**src/rtl/inst_decode_queue.sv**
```systemverilog
// Instruction decode queue: a small circular FIFO of fetched {inst, pc} whose head
// entry is split into MIPS fields and presented through a valid/ready handshake.
module inst_decode_queue #(
   parameter int PC_W  = 32,
   parameter int DEPTH = 2,
   parameter int IMM_W = 32
) (
   input  logic                     clk,
   input  logic                     myreset,
   input  logic                     in_valid,
   output logic                     in_ready,
   input  logic [31:0]              in_inst,
   input  logic [PC_W-1:0]          in_pc,
   input  logic                     flush,
   output logic                     out_valid,
   input  logic                     out_ready,
   output logic [5:0]               OP,
   output logic [4:0]               RS,
   output logic [4:0]               RT,
   output logic [4:0]               RD,
   output logic [4:0]               SHMAT,
   output logic [5:0]               FUNC,
   output logic [15:0]              IMME,
   output logic [25:0]              ADDR,
   output logic [IMM_W-1:0]         IMM_SEXT,
   output logic [IMM_W-1:0]         IMM_ZEXT,
   output logic [1:0]               INST_TYPE,
   output logic [PC_W-1:0]          JTARGET,
   output logic [PC_W-1:0]          out_pc,
   output logic [$clog2(DEPTH):0]   count
);

   localparam int AW = $clog2(DEPTH);
   localparam int CW = AW + 1;

   logic [31:0]     inst_mem [DEPTH];
   logic [PC_W-1:0] pc_mem   [DEPTH];
   logic [AW-1:0]   wp;
   logic [AW-1:0]   rp;
   logic [CW-1:0]   cnt;
   logic            push;
   logic            pop;
   logic [31:0]     head_inst;
   logic [PC_W-1:0] head_pc;
   logic [PC_W-1:0] jt_raw;

   function automatic logic [IMM_W-1:0] sext16(input logic signed [15:0] v);
      return IMM_W'(v);
   endfunction

   function automatic logic [IMM_W-1:0] zext16(input logic [15:0] v);
      return IMM_W'(v);
   endfunction

   assign in_ready  = (cnt < CW'(DEPTH));
   assign out_valid = (cnt != '0);
   assign push      = in_valid && in_ready;
   assign pop       = out_valid && out_ready;
   assign count     = cnt;

   always_ff @(posedge clk) begin
      if (myreset || flush) begin
         wp  <= '0;
         rp  <= '0;
         cnt <= '0;
      end else begin
         if (push)
            wp <= wp + AW'(1);
         if (pop)
            rp <= rp + AW'(1);
         if (push && !pop)
            cnt <= cnt + CW'(1);
         else if (pop && !push)
            cnt <= cnt - CW'(1);
      end
   end

   // Storage is data only; stale words are hidden by the out_valid gating below.
   always_ff @(posedge clk) begin
      if (push) begin
         inst_mem[wp] <= in_inst;
         pc_mem[wp]   <= in_pc;
      end
   end

   always_comb begin
      head_inst = '0;
      head_pc   = '0;
      if (out_valid) begin
         head_inst = inst_mem[rp];
         head_pc   = pc_mem[rp];
      end
   end

   assign OP       = head_inst[31:26];
   assign RS       = head_inst[25:21];
   assign RT       = head_inst[20:16];
   assign RD       = head_inst[15:11];
   assign SHMAT    = head_inst[10:6];
   assign FUNC     = head_inst[5:0];
   assign IMME     = head_inst[15:0];
   assign ADDR     = head_inst[25:0];
   assign IMM_SEXT = sext16(head_inst[15:0]);
   assign IMM_ZEXT = zext16(head_inst[15:0]);
   assign out_pc   = head_pc;

   always_comb begin
      INST_TYPE = 2'b01;
      if (OP == 6'h00)
         INST_TYPE = 2'b00;
      else if (OP == 6'h02 || OP == 6'h03)
         INST_TYPE = 2'b10;
   end

   // Upper bits of pc+4: adding 4 carries into bit 28 only when pc[27:2] is all ones.
   generate
      if (PC_W == 28) begin : g_jt28
         assign jt_raw = {ADDR, 2'b00};
      end else begin : g_jt
         assign jt_raw = {head_pc[PC_W-1:28] + (PC_W-28)'(&head_pc[27:2]), ADDR, 2'b00};
      end
   endgenerate

   assign JTARGET = out_valid ? jt_raw : '0;

endmodule

```
**config.mk**
```make
export PLATFORM = sky130hd
export DESIGN_NAME = inst_decode_queue
export DESIGN_NICKNAME = d
export VERILOG_FILES = /design/src/rtl/inst_decode_queue.sv
export SDC_FILE = /design/constraint.sdc
export NUM_CORES = 1
export LEC_CHECK = 0
export CORE_MARGIN = 5
export CORE_UTILIZATION = 33
export DETAILED_ROUTE_END_ITERATION = 16
export PLACE_DENSITY = 0.65
export REMOVE_ABC_BUFFERS = 1
export SKIP_LAST_GASP = 1
export SLEW_MARGIN = 30
export SYNTH_ARGS = -nofsm -noshare
export SYNTH_HDL_FRONTEND = slang
export SYNTH_SLANG_ARGS = --single-unit
```
**constraint.sdc**
```tcl
create_clock -name clk -period 12.04 [get_ports clk]
set_clock_uncertainty 0.15 [all_clocks]
set_input_delay 2.408 -clock clk [delete_from_list [all_inputs] [get_ports clk]]
set_output_delay 2.408 -clock clk [all_outputs]
set_load 0.05 [all_outputs]
```
==> run_results.csv <==
group,metric,value,unit
final_layout,post-route-cell-area,0.00863,sq mm
hold_path,worstHoldPathCells,2,
power,seq_power_share,0.371,
clock_tree,hold_buffers,0,
sta,fin_crit,6.48,ns
placed_design,place_inst,820,
setup_path,reg2regPathDepth,9,
yosys,yosysTopAreaCellShare,0.616,
die,dieArea,0.0218,sq mm
clock_tree,cts_setup_buffers,0,
sta,slew_headroom,0.395,
clock_tree,clock-sinks,133,
setup_path,crit_path_max_fanout,35,
hold_path,holdCritPathClass,"reg2reg",
setup_path,worst_setup_path_end_kind,"output port",
die,start_util,0.335,
clock_tree,cts-buffers-inserted,17,
die,core,0.0186,sq mm
routing,wl_per_cell,15.9,um
clock_tree,cts_tree,"yes",
power,p_per_area,171,mW/mm^2
die,die_x,147,um
clock_tree,clock_latency,0.41,ns
yosys,synth_cell_types,24,
die,io_pins,277,
clock_tree,clock_path_buffers,2,
power,p_leak,0.00285,uW
power,intPower,958,uW
final_layout,fin_nets,677,
routing,drt-initial-drc-count,116,
clock_tree,cts_resized,0,
yosys,seq_area_frac_synth,0.632,
setup_path,start_kind,"flip-flop",
status,status,"completed",
sta,fin_crit_sh,0.538,
die,rows,50,
setup_path,rrSetupSlack,9.53,ns
sta,fin_hold_ws,0.411,ns
routing,viasPerCell,4.29,
yosys,yosys_register_bits,133,
grt,grt_overflow,0,
power,power_frac_comb,0.320,
yosys,synth_area,0.00624,sq mm
placed_design,portBuffers,258,
yosys,yosysTopAreaCell,"edfxtp_1",
power,switchingPower,516,uW
setup_path,r2r_end,"count[1]$_SDFFE_PP0P_",
routing,drt_pass1_iterations,4,
yosys,yosys-top-cells-area,"edfxtp_1 (62%), buf_4 (17%), mux2i_1 (10%), nor2_1 (4.0%), dfxtp_1 (1.6%)",
sta,setup_violations,0,
job,cap_violations,0,
final_layout,antenna_cells,0,
grt,first_global_vias,4017,
placed_design,dpl_cell_area,0.00811,sq mm
final_layout,syn_to_final_growth,38.4,%
power,peakVddDrop,0.0909,mV
grt,grt_first_pass_wirelength,21200,um
clock_tree,h-tree-depth,4,
sta,fmax,154,MHz
yosys,syn-mean-instance-area,13.7,sq um
sta,slew_viol_final,0,
setup_path,r2r-start,"count[1]$_SDFFE_PP0P_",
setup_path,worst-setup-path-type,"reg2out",
routing,totalWireLength,13600,um
final_layout,fillCellCount,1646,
yosys,yosysWarnings,0,
clock_tree,cts-root-buf,"clkbuf_16",
placed_design,gp_congestion,0.702,
routing,ant_nets,0,
grt,grt_max_degree,76,
grt,grt_usage,0.126,
placed_design,pre_cts_ws,5.86,ns
routing,vias,3654,
clock_tree,clkSlewWorstSetupHoldPaths,0.06,ns
grt,antenna_found_initial,0,
yosys,synthCells,457,
final_layout,drive_gt1_frac,0.0599,
routing,drc,0,
power,power_switching_share,0.350,
final_layout,fin_cells,852,
sta,finalHoldViolCount,0,
setup_path,worstPathArrival,3.92,ns
die,die_h,147,um
sta,rsz0062_at_grt,"no",
sta,worstMarginPinSlew,0.908,ns
hold_path,worstHoldStart,"rp$_SDFFE_PP0P_",
setup_path,worst_ep_required_time,9.48,ns
hold_path,holdPathEnd,"rp$_SDFFE_PP0P_",
final_layout,utilization,0.463,
power,pwr-share-clk,0.309,
placed_design,dpl.hpwl,9590,um
sta,layout_setup_ws,5.56,ns
stage by stage:
step	power, uW	setup TNS, ns
final	1470	0
after global routing	1530	0
after CTS	1490	0
after detailed placement	1030	0
after global placement	1030	0
after floorplan	861	-142.98
per-layer routing:
layer  part of all wire  vias up  GRT usage  routed length [um]
li1                   -     1747          -                   -
met2               0.52      162      0.225                7100
met5                  0        -          0                   0
met3              0.081       21     0.0509                1090
met1               0.38     1724      0.135                5160
met4              0.015        0     0.0475                 207
power by group through the flow:
stage	logic, uW	registers (uW)	clock network [uW]
after floorplan	302	560	0
after global placement	474	555	0
after detailed placement	476	556	0
after CTS	478	547	468
after global routing	493	549	492
final	472	547	455
logic make-up after synthesis:
group / after synthesis / share of synthesized area
buffers and inverters: 152 / 0.180
flip-flops: 133 / 0.632
AND/OR/NAND/NOR: 96 / 0.0676
multiplexers: 64 / 0.103
XOR/XNOR: 7 / 0.00983
adder cells (fa/ha/maj): 3 / 0.00602
other: 1 / 0.000601
AO/OA/AOI/OAI: 1 / 0.00120
worst max-delay path, stage by stage, from the launching register on:
cell	delay, ns
dfxtp_4	0.67
buf_4	0.59
mux2i_1	0.20
nor3_1	0.22
nand4_1	0.16
nor4_2	0.27
ha_1	0.21
ha_1	0.16
xnor2_1	0.07
nor2_1	0.09
clkdlybuf4s50_1	0.82
worst max-delay path by stage:
stage          slack [ns]     endpoint  cells past startpoint  startpoint
3_5_place_dp         5.86  JTARGET[30]                     10   flip-flop
3_3_place_gp         5.91  JTARGET[30]                     10   flip-flop
4_1_cts              5.40  JTARGET[30]                     10   flip-flop
5_1_grt              5.19  JTARGET[30]                     10   flip-flop
2_1_floorplan       -6.50     ADDR[15]                      2   flip-flop
6_report             5.56  JTARGET[30]                     10   flip-flop
Yosys cell counts:
master / n
mux2_2: 1
nand4_1: 4
nand2_1: 2
xnor2_1: 4
nor2_1: 66
nand3_1: 1
buf_4: 138
nor4_2: 1
inv_1: 3
buf_1: 5
buf_2: 2
buf_6: 4
nor2b_1: 2
a21o_1: 1
nor2_2: 1
mux2i_1: 63
xor2_1: 3
edfxtp_1: 128
or4_4: 1
and2_1: 3
nor3_1: 15
ha_1: 3
dfxtp_1: 5
conb_1: 1
cell type report:
type                    count  area, sq um  share of cell area
clock inverters            14         93.8              0.0109
well taps                 234          293              0.0339
inverters                   3         11.3             0.00130
multi-input cells         189         1250               0.145
flip-flops and latches    133         3950               0.457
repair buffers            261         2610               0.302
clock buffers              18          429              0.0497
layout by cell type, fill, tap and decap left out, types with 2 or more instances in the layout:
master and count:
buf_4 3, nor2_1 65, conb_1 18, xnor2_1 4, nand4_1 4, ha_1 3
edfxtp_1 128, clkinv_2 6, nand2_1 2, clkdlybuf4s50_1 258, inv_1 3, clkinvlp_4 2
mux2i_1 63, clkinv_1 5, dfxtp_1 4, and2_1 2, clkbuf_16 17, nor3_1 15
xor2_1 3
registers in the layout, indices dropped and copies added, names as in the netlist, named ones only:
register,flops
pc_mem,64
inst_mem,64
rp,1
wp,1
count,2
(Power assumes the default switching activity.)
